## src/rtl/elevator_request_scheduler.sv

```systemverilog
// elevator_request_scheduler
// Latches floor calls into a pending bitmap and hands out one target floor at
// a time to the elevator, in LOOK order: keep sweeping while calls remain ahead
// of the car, otherwise turn around.
// Build option: define SCHED_DWELL_EN to build the DOOR state and the dwell
// counter. Without it, arrival returns straight to IDLE and door_open is a
// one-cycle pulse.
module elevator_request_scheduler #(
  parameter int NUM_FLOORS   = 10,
  parameter int FLOOR_W      = 4,
  parameter int DWELL_CYCLES = 10000000
) (
  input  logic                  clk,
  input  logic                  reset,
  input  logic                  call_valid,
  input  logic [FLOOR_W-1:0]    call_floor,
  input  logic [FLOOR_W-1:0]    car_floor,
  input  logic                  car_idle,
  output logic [FLOOR_W-1:0]    target_floor,
  output logic                  target_valid,
  output logic                  dir_up,
  output logic                  door_open,
  output logic [NUM_FLOORS-1:0] pending,
  output logic                  call_err
);

  typedef enum logic [1:0] {IDLE, SELECT, MOVE, DOOR} state_t;

  // Elaboration-time sanity check on the parameter set.
  if (DWELL_CYCLES < 1 || NUM_FLOORS > 16 || NUM_FLOORS > (1 << FLOOR_W)) begin : g_bad_cfg
    $error("elevator_request_scheduler: unsupported parameter set");
  end

  state_t                state_q, state_d;
  logic [NUM_FLOORS-1:0] pending_q, pending_d;
  logic [FLOOR_W-1:0]    target_floor_q, target_floor_d;
  logic                  target_valid_q, target_valid_d;
  logic                  dir_up_q, dir_up_d;
  logic                  door_open_q, door_open_d;
  logic                  call_err_q, call_err_d;

`ifdef SCHED_DWELL_EN
  localparam int CNT_W = (DWELL_CYCLES > 1) ? $clog2(DWELL_CYCLES) : 1;
  localparam logic [CNT_W-1:0] DWELL_RELOAD = CNT_W'(DWELL_CYCLES - 1);
  logic [CNT_W-1:0] dwell_cnt_q, dwell_cnt_d;
`endif

  logic [NUM_FLOORS-1:0] call_hit, here_vec, above_vec, below_vec, clr_vec;
  logic [FLOOR_W-1:0]    near_above, near_below;
  logic                  arrive, absorb, absorb_window;

  // Per-floor decode: call match, position of each pending floor relative to
  // the car, and the arrival clear. Out-of-range calls match no floor.
  for (genvar gi = 0; gi < NUM_FLOORS; gi++) begin : g_floor
    assign call_hit[gi]  = call_valid && (call_floor == FLOOR_W'(gi));
    assign here_vec[gi]  = pending_q[gi] && (car_floor == FLOOR_W'(gi));
    assign above_vec[gi] = pending_q[gi] && (FLOOR_W'(gi) > car_floor);
    assign below_vec[gi] = pending_q[gi] && (FLOOR_W'(gi) < car_floor);
    assign clr_vec[gi]   = arrive && (target_floor_q == FLOOR_W'(gi));
  end

  // Priority scans: lowest pending floor above the car, highest below it.
  always_comb begin
    near_above = '0;
    near_below = '0;
    for (int i = NUM_FLOORS - 1; i >= 0; i--) begin
      if (above_vec[i]) near_above = FLOOR_W'(i);
    end
    for (int i = 0; i < NUM_FLOORS; i++) begin
      if (below_vec[i]) near_below = FLOOR_W'(i);
    end
  end

  // Arrival, door-window absorption and the pending/error updates.
  always_comb begin
`ifdef SCHED_DWELL_EN
    absorb_window = (state_q == DOOR);
`else
    absorb_window = door_open_q;
`endif
    arrive     = (state_q == MOVE) && car_idle && (car_floor == target_floor_q);
    absorb     = call_valid && (call_floor == car_floor) && absorb_window;
    // Clear is applied last so a same-edge call to the arrival floor is lost.
    pending_d  = (pending_q | (absorb ? '0 : call_hit)) & ~clr_vec;
    call_err_d = call_valid && !(|call_hit);
  end

  // Dispatch FSM: next state, target selection, direction and door control.
  always_comb begin
    state_d        = state_q;
    target_floor_d = target_floor_q;
    target_valid_d = target_valid_q;
    dir_up_d       = dir_up_q;
`ifdef SCHED_DWELL_EN
    door_open_d    = door_open_q;
    dwell_cnt_d    = dwell_cnt_q;
`else
    door_open_d    = 1'b0;
`endif
    case (state_q)
      IDLE: begin
        if (|pending_q) state_d = SELECT;
      end
      SELECT: begin
        target_valid_d = 1'b1;
        state_d        = MOVE;
        if (|here_vec) begin
          target_floor_d = car_floor;
        end else if (dir_up_q) begin
          if (|above_vec) begin
            target_floor_d = near_above;
          end else if (|below_vec) begin
            target_floor_d = near_below;
            dir_up_d       = 1'b0;
          end else begin
            target_floor_d = near_above;
            dir_up_d       = 1'b1;
          end
        end else begin
          if (|below_vec) begin
            target_floor_d = near_below;
          end else if (|above_vec) begin
            target_floor_d = near_above;
            dir_up_d       = 1'b1;
          end else begin
            target_floor_d = near_below;
            dir_up_d       = 1'b0;
          end
        end
      end
      MOVE: begin
        if (arrive) begin
          target_valid_d = 1'b0;
          door_open_d    = 1'b1;
`ifdef SCHED_DWELL_EN
          dwell_cnt_d    = DWELL_RELOAD;
          state_d        = DOOR;
`else
          state_d        = IDLE;
`endif
        end
      end
`ifdef SCHED_DWELL_EN
      DOOR: begin
        if (absorb) begin
          dwell_cnt_d = DWELL_RELOAD;
        end else if (dwell_cnt_q == '0) begin
          door_open_d = 1'b0;
          state_d     = IDLE;
        end else begin
          dwell_cnt_d = dwell_cnt_q - CNT_W'(1);
        end
      end
`endif
      default: state_d = IDLE;
    endcase
  end

  // State registers with synchronous reset.
  always_ff @(posedge clk) begin
    if (reset) begin
      state_q        <= IDLE;
      pending_q      <= '0;
      target_floor_q <= '0;
      target_valid_q <= 1'b0;
      dir_up_q       <= 1'b1;
      door_open_q    <= 1'b0;
      call_err_q     <= 1'b0;
`ifdef SCHED_DWELL_EN
      dwell_cnt_q    <= '0;
`endif
    end else begin
      state_q        <= state_d;
      pending_q      <= pending_d;
      target_floor_q <= target_floor_d;
      target_valid_q <= target_valid_d;
      dir_up_q       <= dir_up_d;
      door_open_q    <= door_open_d;
      call_err_q     <= call_err_d;
`ifdef SCHED_DWELL_EN
      dwell_cnt_q    <= dwell_cnt_d;
`endif
    end
  end

  assign target_floor = target_floor_q;
  assign target_valid = target_valid_q;
  assign dir_up       = dir_up_q;
  assign door_open    = door_open_q;
  assign pending      = pending_q;
  assign call_err     = call_err_q;

endmodule

```

## config.mk

```make
export PLATFORM = sky130hd
export DESIGN_NAME = elevator_request_scheduler
export DESIGN_NICKNAME = d
export VERILOG_FILES = /design/src/rtl/elevator_request_scheduler.sv
export SDC_FILE = /design/constraint.sdc
export NUM_CORES = 1
export LEC_CHECK = 0
export ABC_CLOCK_PERIOD_IN_PS = 2700
export CORE_UTILIZATION = 55
export CTS_BUF_LIST = sky130_fd_sc_hd__clkbuf_2 sky130_fd_sc_hd__clkbuf_4 sky130_fd_sc_hd__clkbuf_8
export DETAILED_ROUTE_END_ITERATION = 10
export PLACE_DENSITY = 0.83
export SYNTH_ARGS = -nofsm -noshare
export SYNTH_HDL_FRONTEND = slang
export SYNTH_SLANG_ARGS = --single-unit
```

## constraint.sdc

```tcl
create_clock -name clk -period 2.7 [get_ports clk]
set_clock_uncertainty 0.15 [all_clocks]
set_input_delay 0.54 -clock clk [delete_from_list [all_inputs] [get_ports clk]]
set_output_delay 0.54 -clock clk [all_outputs]
set_load 0.05 [all_outputs]
```

==> results of run 1 <==
==> cells in the mapped netlist (all sizes together) (4+ instances only) <==
cell    number
a211oi       8
buf          8
a21oi       18
nor3         5
nor4         4
a311oi       5
o21ai       10
clkbuf       9
xor2         6
dfxtp       20
o22ai        5
nor2b        5
nand2       18
inv          8
nand3        4
nor2        24
nand4        4
==> final cells by class <==
class	count	area, µm²
inverter	8	30.0
fill	238	737
sequential	20	400
timing repair buffer	68	583
multi-input combinational	174	1220
clock inverter	1	30.0
clock buffer	3	22.5
tap	44	55.1
==> stage by stage <==
step / setup slack, ps / instances / instance area, µm²
6_report: 107 / 318 / 2340
5_1_grt: 7.87 / 318 / 2340
4_1_cts: 143 / 318 / 2310
3_5_place_dp: -184 / 314 / 2260
3_3_place_gp: -177 / 314 / 2260
2_1_floorplan: 225 / 219 / 1810
==> kinds of logic after synthesis <==
logic type | synth area share (%)
buffers and inverters | 12.2
adders and majority gates | 0.622
xor gates and xnor gates | 3.39
DFF | 22.1
muxes | 2.35
and+or+nand+nor | 26.0
AOI/OAI and AO/OA | 33.4
==> cells in the final DEF, fill, tap and decap left out, drive strengths merged, types with 2 or more instances in the layout <==
| master | n |
|---|---|
| o32a | 2 |
| or3 | 2 |
| clkdlybuf4s50 | 29 |
| o21ai | 10 |
| nand2b | 3 |
| a311oi | 5 |
| nor2b | 5 |
| a21oi | 18 |
| nor3 | 5 |
| or3b | 3 |
| or2b | 2 |
| a211o | 2 |
| nor4 | 4 |
| a31oi | 3 |
| and3 | 3 |
| and2 | 2 |
| a21o | 2 |
| nand3 | 4 |
| mux2i | 2 |
| nor2 | 24 |
| xor2 | 6 |
| o21bai | 3 |
| buf | 39 |
| o31a | 2 |
| a211oi | 8 |
| nand4 | 4 |
| dfxtp | 20 |
| o31ai | 2 |
| clkbuf | 3 |
| inv | 8 |
| nand2 | 18 |
| a221o | 2 |
| o22ai | 5 |
==> per-layer routing <==
metal	wire (µm)	global-route usage, %	part of all wire (%)	vias up
li1	-	-	-	937
met1	2240	41.3	44	892
met2	2370	50.6	47	96
met3	419	6.99	8.2	12
met4	65	6.12	1.3	0
met5	0	0	0	-
==> power breakdown <==
part / switching [µW] / internal (µW) / total, µW / leakage (µW)
Combinational: 140 / 112 / 253 / 0.000689
Clock: 95.1 / 150 / 245 / 0.0000279
Sequential: 18.7 / 307 / 326 / 0.000162
Total: 254 / 569 / 823 / 0.000879
==> sequential cells by signal, indices dropped and copies added (netlist names) <==
signal        flops
state_q           2
pending          10
call_err          1
dir_up            1
target_valid      1
door_open         1
target_floor      4
==> final timing paths <==
kind                      from               to  slack [ps]  cells past startpoint
hold / removal      state_q[1]       state_q[0]         340                      1
hold reg to reg     state_q[1]       state_q[0]         340                      1
setup reg to reg    pending[7]  target_floor[0]         350                      6
setup / recovery  car_floor[2]  target_floor[2]         110                      9
==> worst reg2reg max path, cell delays in order, from the launching register on <==
cell and delay (ps):
dfxtp_1 600, or2b_2 370, and3_1 190, o32a_1 330, o31ai_1 370, a31oi_1 130
o21ai_0 150
==> repair_timing <==
action | in CTS | in global routing
endpoints found under the setup margin | 0 | 4
resized for setup | 0 | 5
endpoints found under the hold margin | 0 | 0
==> results.md, run 1 <==
* Total power draw at between 800 and 900 µW
* Initial DRC Count at 154
* Global-route wire length before repair at 8.30 mm
* Status: finished, final reports clean
* Yosys top cell by area: dfxtp_1
* CP delay by family, top: compound AO/OA/AOI/OAI gates
* Setup bufs post-CTS at 0
* Most used cell, CP: buf_4
* TritonCTS clock tree: built
* Nets at between 200 and 300
* Max Fclk at between 300 and 400 MHz
* Core region area at a little over 3000 µm²
* Crit path max-delay cell type: clkdlybuf4s50_1
* Fin util at 76.1%
* Minimum clock period at about 2600 ps
* H-tree levels at 1
* Startpoint Class: primary input
* Post-CTS Hold Fix Bufs at 0
* I/O Pins at 30
* CTS Buf Count at 3
* Area share of the largest cell type after synthesis at 22.1%
* Critical path endpoint category: flip-flop
* MaxCap Viol Count at 0
* Post-Syn Area at between 1500 and 2000 µm²
* Die width at around 59 µm
* Worst hold path class: reg2reg
* EDFF count, synth at 0
* Crit path largest cell delay at around 420 ps
* Avg WL per Cell at 16.0 µm
* HPWL Detailed at slightly below 4 mm
* Post-route setup TNS at 0 ps
* Gpl congestion at approximately 1
* Die Ht at 59.4 µm
* Clock transition at path regs at 120 ps
* Largest net degree at the start of global routing at 20
* Yosys warnings at 0
* Crit-path cells: clkdlybuf4s50_1 -> buf_4 -> buf_4 -> o31ai_4 -> nand2_1 -> nor4_4 -> nor2_1 -> a221o_1 -> a311oi_2
* Vias at between 1.5k and 2k
* Endpoints failing setup at 0
* Clk_lat worst skew at between 300 and 400 ps
* Rows at 20
* Main synth FF type: dfxtp_1
* WL final at around 5 mm
* Worst-Margin Slew at approximately 530 ps
* Final Slew Violations at 0
* Number of global-route vias before repair at 1,758
* Worst path bufs/invs at 3
* Critical Path RT at between 2000 and 3000 ps
* Crit Path Category: in2reg
* Seq/Total Area, Yosys at between 20 and 25%
* Critical Path AT at 2680 ps
* Starting Density at between 50% and 60%
* Drt pass-1 iters at 4
* Overall Global Routing Usage at between 30% and 40%
* Clock sink count at 20
* Synthesis-to-layout area growth at 29.3%
* Synthesis-stage register bit count at 20
* Pwr dens at around 350 nW/µm²
* Netlist cell types at 70
* Diodes inserted at 0
* RSZ-0062 raised after global routing: false
* Share of layout cells above drive strength 1 at between 20% and 30%
* Clk buf depth at 2
* Number of remaining DRC errors at 0
* Leak pwr at about 0.00088 µW
* Largest fanout on the critical path at 7
* Post-Syn Instances at 219
* Relative slew slack at about 65%
* Mapped Nets at between 200 and 250
* Final hold viol count at 0
* Root buf cell: clkbuf_4
* Mean post-synth cell area at approximately 8.3 µm²
* Period utilization at between 90% and 100%
* Grt total ovfl at 0
* Ys async rst share at 0%
* Max rail drop VDD at between 0.3 and 0.4 mV
* Synth area leaders: dfxtp_1, clkbuf_8, a21oi_1
* Number of antenna violations at the first check in global routing at 0
* DR vias/cell at roughly 6
* Total die area at ~3500 µm²
* Hold_ws at about 340 ps
* Port bufs at 29
* Antenna Violating Nets Remaining at 0
(Power assumes the default switching activity.)
==> run 2: changes to the inputs <==
--- a/config.mk
+++ b/config.mk
@@ -9,6 +9,7 @@
 export CORE_UTILIZATION = 55
 export CTS_BUF_LIST = sky130_fd_sc_hd__clkbuf_2 sky130_fd_sc_hd__clkbuf_4 sky130_fd_sc_hd__clkbuf_8
 export DETAILED_ROUTE_END_ITERATION = 10
+export GPL_TIMING_DRIVEN = 0
 export PLACE_DENSITY = 0.83
 export SYNTH_ARGS = -nofsm -noshare
 export SYNTH_HDL_FRONTEND = slang
==> run 2 against run 1 <==
  * First-iteration DRC count up 3.2%
  * Non-clock buffer count down 23
  * Sequential share of layout area up 0.93 points
  * Cell count down 7.2%
  * Die area unchanged
  * Clock power about the same
  * Fmax down 1.2%
  * Count of clock-buffer cells in the layout unchanged
  * Largest cell class unchanged
  * Worst setup slack worse by 32 ps
  * Critical path depth down 1
  * Global-route usage up 0.063 points
==> results.md, run 2 (same netlist as run 1, synthesis figures left out) <==
* Overall Global Routing Usage at 30.9% (was 30.8%)
* WL final at 4.95 mm (was 5.09 mm)
* # placed instances at 291 (was 314)
* Rows at 20 (unchanged)
* Hold wc startpoint: state_q[0] (was state_q[1])
* Startpoint Class: primary input (unchanged)
* Crit Path Category: in2reg (unchanged)
* Number of global-route vias before repair at 1,668 (was 1,758)
* Largest net degree at the start of global routing at 13 (was 20)
* DR vias/cell at 6.37 (was 6.09)
* Endpoints failing setup at 0 (unchanged)
* Starting Density at 58.8% (unchanged)
* Clk_lat worst skew at 300 ps (was 310 ps)
* Drt pass-1 iters at 4 (unchanged)
* Gate power share at 30.0% (was 30.7%)
* Global-route wire length before repair at 8.17 mm (was 8.30 mm)
* Die width at 59.4 µm (unchanged)
* Hold_ws at 329 ps (was 342 ps)
* Total die area at 3530 µm² (unchanged)
* R2R Path Start: pending[4] (was pending[7])
* Period utilization at 97.2% (was 96.0%)
* Setup bufs post-CTS at 0 (unchanged)
* H-tree levels at 1 (unchanged)
* Grt total ovfl at 0 (unchanged)
* Final hold viol count at 0 (unchanged)
* Total power draw at 811 µW (was 823 µW)
* Placed Instance Area at 2150 µm² (was 2260 µm²)
* Fillers at 263 (was 238)
* Root buf cell: clkbuf_4 (unchanged)
* Port bufs at 28 (was 29)
* Setup WS post-layout at 75.2 ps (was 107 ps)
* MaxCap Viol Count at 0 (unchanged)
* Largest fanout on the critical path at 10 (was 7)
* Crit path launch: car_floor[2] (unchanged)
* Relative slew slack at 66.7% (was 64.7%)
* Clock power frac at 30.4% (was 29.8%)
* Sw Ratio at 31.2% (was 30.9%)
* Leak pwr at 0.000805 µW (was 0.000879 µW)
* Flop pwr share at 39.5% (about the same)
* Antenna Violating Nets Remaining at 0 (unchanged)
* Diodes inserted at 0 (unchanged)
* Clock transition at path regs at 120 ps (about the same)
* Clock sink count at 20 (unchanged)
* Register area at 400 µm² (unchanged)
* Max reg flops at 10 (unchanged)
* Clk buf depth at 2 (unchanged)
* Final Slew Violations at 0 (unchanged)
* Critical path endpoint category: flip-flop (unchanged)
* Most frequent cells in the layout: clkdlybuf4s50_1, nor2_1, dfxtp_1 (was buf_4, clkdlybuf4s50_1, nor2_1)
* RSZ-0062 raised after global routing: false (unchanged)
* Max rail drop VDD at 0.421 mV (was 0.342 mV)
* Initial DRC Count at 159 (was 154)
* Synthesis-to-layout area growth at 22.7% (was 29.3%)
* Nets at 264 (was 287)
* Switch Pwr at 253 µW (was 254 µW)
* Max Fclk at 381 MHz (was 386 MHz)
* Core region area at 3080 µm² (unchanged)
* Worst hold path class: reg2reg (unchanged)
* Most common cell after layout, fill and taps aside: clkdlybuf4s50_1 (was buf_4)
* P_int at 558 µW (was 569 µW)
* TritonCTS clock tree: built (unchanged)
* Critical Path AT at 2710 ps (was 2680 ps)
* Vias at 1,880 (was 1,937)
* Status: finished, final reports clean (unchanged)
* Multi-input gate area at 1210 µm² (was 1220 µm²)
* Avg WL per Cell at 16.8 µm (was 16.0 µm)
* Number of remaining DRC errors at 0 (unchanged)
* Design area at 2220 µm² (was 2340 µm²)
* Pwr dens at 365 nW/µm² (was 352 nW/µm²)
* CTS Buf Count at 3 (unchanged)
* Worst-Margin Slew at 497 ps (was 528 ps)
* Critical Path RT at 2780 ps (about the same)
* Share of layout cells above drive strength 1 at 17.9% (was 25.5%)
* Setup WS pre-CTS at -291 ps (was -184 ps)
* HPWL Detailed at 3.64 mm (was 3.87 mm)
* I/O Pins at 30 (unchanged)
* Number of antenna violations at the first check in global routing at 0 (unchanged)
* Final Non-Filler Cells at 295 (was 318)
* Die Ht at 59.4 µm (unchanged)
* Minimum clock period at 2620 ps (was 2590 ps)
* Gpl congestion at 0.925 (was 0.990)
run 2: changes by cell type in the layout (fill, tap and decap cells not counted), sizes merged:
cell	delta
buf	-31
clkbuf	+9
clkdlybuf4s50	-2
dlymetal6s2s	+1
run 2: layer usage:
| layer | share of wire, % | vias to the layer above | global-route usage (%) |
|---|---|---|---|
| met2 | 45 | 88 | 49.8 |
| met1 | 46 | 902 | 43.8 |
| met5 | 0 | - | 0 |
| met3 | 7.5 | 4 | 4.15 |
| met4 | 0.63 | 0 | 6.12 |
| li1 | - | 886 | - |
run 2: timing repair:
item                                   CTS  global route
endpoints found under the hold margin    0             0
hold buffers                             0             0
resized for setup                        0             6
setup endpoints to repair                0             6
run 2: final timing paths:
| kind | endpoint | slack [ps] | cells after the start |
|---|---|---|---|
| hold reg to reg | state_q[0] | 330 | 1 |
| setup reg to reg | target_floor[1] | 360 | 6 |
| hold / removal | state_q[0] | 330 | 1 |
| setup / recovery | target_floor[1] | 80 | 8 |
run 2: power groups by stage:
stage / logic [µW] / registers (µW) / clock network (µW)
after floorplan: 139 / 354 / 0
after global placement: 234 / 326 / 0
after detailed placement: 237 / 327 / 0
after CTS: 238 / 320 / 246
after global routing: 261 / 323 / 258
final: 244 / 321 / 247
run 2: worst max-delay path, cell delays in order:
cell and delay (ps):
clkdlybuf4s50_1 600, buf_6 190, o21bai_4 130, a41o_2 260
nand4_4 110, maj3_2 360, a311o_1 350, a211oi_2 170
run 2: through the flow:
stage	utilization, %	setup TNS (ps)
2_1_floorplan	-	0
3_3_place_gp	69.7	-2090
3_5_place_dp	69.7	-2380
4_1_cts	71.4	0
5_1_grt	72.2	0
6_report	72.2	0
run 2: layout make-up:
cell class	count	area share, %
multi-input cells	174	54.5
flip-flops and latches	20	18.0
repair buffers	28	12.7
plain buffers	17	8.56
well taps	44	2.48
clock inverters	1	1.35
inverters	8	1.35
clock buffers	3	1.01
==> run 3: changes to the inputs <==
==> constraint.sdc (replaced) <==
create_clock -name clk -period 2.7 [get_ports clk]
set_clock_uncertainty 0.15 [all_clocks]
set_input_delay 0.54 -clock clk [delete_from_list [all_inputs] [get_ports clk]]
set_output_delay 0.54 -clock clk [all_outputs]
set_load 0.1 [all_outputs]
==> run 3 against run 2 <==
  * Cell area grew 1.0%
  * Wire length grew 2.9%
  * Register-to-register slack gained 100 ps
  * Count of clock-buffer cells in the layout is the same
  * Fmax shrank 0.49%
  * Core utilization grew 0.73 points
  * Combinational power grew 13%
  * Critical endpoint is now pending[1]
  * Critical path type is now reg2out
  * Hold slack gained 26 ps
  * Clock power is essentially flat
==> results.md, run 3 (same netlist as run 1, synthesis figures left out) <==
* MaxCap Viol Count at 0 (unchanged)
* Setup bufs post-CTS at 0 (unchanged)
* Avg WL per Cell at 17.3 µm (was 16.8 µm)
* Placed Instance Area at 2150 µm² (about the same)
* Largest net degree at the start of global routing at 13 (unchanged)
* CP delay by family, top: buffers and inverters (was compound AO/OA/AOI/OAI gates)
* Antenna Violating Nets Remaining at 0 (unchanged)
* Die width at 59.4 µm (unchanged)
* Crit path largest cell delay at 1180 ps (was 600 ps)
* Final Non-Filler Cells at 295 (unchanged)
* Vias at 1,848 (was 1,880)
* Diodes inserted at 0 (unchanged)
* Endpoints failing setup at 0 (unchanged)
* Rows at 20 (unchanged)
* I/O Pins at 30 (unchanged)
* Crit path max-delay cell type: clkdlybuf4s50_1 (unchanged)
* Worst path bufs/invs at 1 (was 2)
* Design area at 2240 µm² (was 2220 µm²)
* Total die area at 3530 µm² (unchanged)
* Pwr dens at 375 nW/µm² (was 365 nW/µm²)
* Status: finished, final reports clean (unchanged)
* Number of antenna violations at the first check in global routing at 0 (unchanged)
* Crit Path Category: reg2out (was in2reg)
* Critical Path RT at 2010 ps (was 2780 ps)
* Core region area at 3080 µm² (unchanged)
* Synthesis-to-layout area growth at 23.9% (was 22.7%)
* H-tree levels at 1 (unchanged)
* Clk_lat worst skew at 310 ps (was 300 ps)
* Max rail drop VDD at 0.409 mV (was 0.421 mV)
* HPWL Detailed at 3.68 mm (was 3.64 mm)
* Critical path endpoint category: primary output (was flip-flop)
* Crit-path cells: clkdlybuf4s50_1 (was clkdlybuf4s50_1 -> buf_6 -> o21bai_4 -> a41o_2 -> nand4_4 -> maj3_2 -> a311o_1 -> a211oi_2)
* Final hold viol count at 0 (unchanged)
* Max reg flops at 10 (unchanged)
* RSZ-0062 raised after global routing: false (unchanged)
* Final Slew Violations at 0 (unchanged)
* Leak pwr at 0.000895 µW (was 0.000805 µW)
* Share of layout cells above drive strength 1 at 20.7% (was 17.9%)
* Post-route setup TNS at 0 ps (unchanged)
* Initial DRC Count at 145 (was 159)
* Number of remaining DRC errors at 0 (unchanged)
* TritonCTS clock tree: built (unchanged)
* Die Ht at 59.4 µm (unchanged)
* Root buf cell: clkbuf_4 (unchanged)
* Clock sink count at 20 (unchanged)
* Startpoint Class: flip-flop (was primary input)
* Gpl congestion at 0.937 (was 0.925)
* Overall Global Routing Usage at 31.6% (was 30.9%)
* Period utilization at 97.7% (was 97.2%)
* Max Fclk at 379 MHz (was 381 MHz)
* Starting Density at 58.8% (unchanged)
* WL final at 5.09 mm (was 4.95 mm)
* # placed instances at 291 (unchanged)
* Nets at 264 (unchanged)
* Clk buf depth at 2 (unchanged)
* Worst hold path class: reg2reg (unchanged)
* DR vias/cell at 6.26 (was 6.37)
* Most frequent cells in the layout: nor2_1, clkdlybuf4s50_1, nand2_1, a21oi_1, dfxtp_1 (was clkdlybuf4s50_1, nor2_1, dfxtp_1)
* Largest fanout on the critical path at 6 (was 10)
* Port bufs at 28 (unchanged)
* Critical Path AT at 1950 ps (was 2710 ps)
* Number of global-route vias before repair at 1,684 (was 1,668)
* Global-route wire length before repair at 8.28 mm (was 8.17 mm)
* Most common cell after layout, fill and taps aside: nor2_1 (was clkdlybuf4s50_1)
* Worst-Margin Slew at 971 ps (was 497 ps)
* Clock transition at path regs at 120 ps (about the same)
* Grt total ovfl at 0 (unchanged)
* Relative slew slack at 35.0% (was 66.7%)
* Drt pass-1 iters at 4 (unchanged)
* CTS Buf Count at 3 (unchanged)
* Minimum clock period at 2640 ps (was 2620 ps)
* Fin util at 72.9% (was 72.2%)
-- run 3: cell count changes in the layout (fill, tap and decap cells not counted), moves of 2 or more --
cell / delta
dfxtp_1: -4
nor2_4: -2
nor2_2: +3
dfxtp_2: +4
clkdlybuf4s50_1: -7
dlymetal6s2s_1: +6
-- run 3: repair_timing --
action / CTS / global route
hold buffers: 0 / 0
pin swaps: 0 / 1
setup endpoints to repair: 1 / 12
cloned: 0 / 0
gates resized for setup: 1 / 13
-- run 3: per-stage QoR --
| stage | hold slack (ps) | setup WS (ps) | total power, µW |
|---|---|---|---|
| final | 355 | 62.2 | 840 |
| after global routing | 378 | 15.7 | 878 |
| after detailed placement | 334 | -264 | 596 |
| after floorplan | 276 | 17.4 | 526 |
| after global placement | 304 | -231 | 594 |
| after CTS | 354 | 12.1 | 838 |
-- run 3: layer usage --
metal | global-route usage [%] | vias to the layer above | part of all wire [%]
li1 | - | 893 | -
met1 | 44.1 | 867 | 47
met2 | 50.4 | 80 | 46
met3 | 5.24 | 8 | 6.6
met4 | 7.82 | 0 | 0.96
met5 | 0 | - | 0
-- run 3: final timing paths --
kind              startpoint               to  slack [ps]  cells past startpoint
setup reg to reg  pending[4]  target_floor[2]         460                      6
hold reg to reg   state_q[0]       state_q[0]         350                      1
setup / recovery  pending[1]       pending[1]          60                      1
hold / removal    state_q[0]       state_q[0]         350                      1
-- run 3: layout make-up --
class / count / area (µm²)
timing repair buffer: 28 / 297
tap: 44 / 55.1
clock buffer: 3 / 22.5
multi-input combinational: 174 / 1210
fill: 264 / 835
buffer: 17 / 190
inverter: 8 / 30.0
clock inverter: 1 / 30.0
sequential: 20 / 405
-- run 3: report_power, final --
group	switching [µW]	internal, µW	total [µW]
clock	94.4	150	245
combinational	175	101	275
sequential	13.6	307	321
total	283	558	840
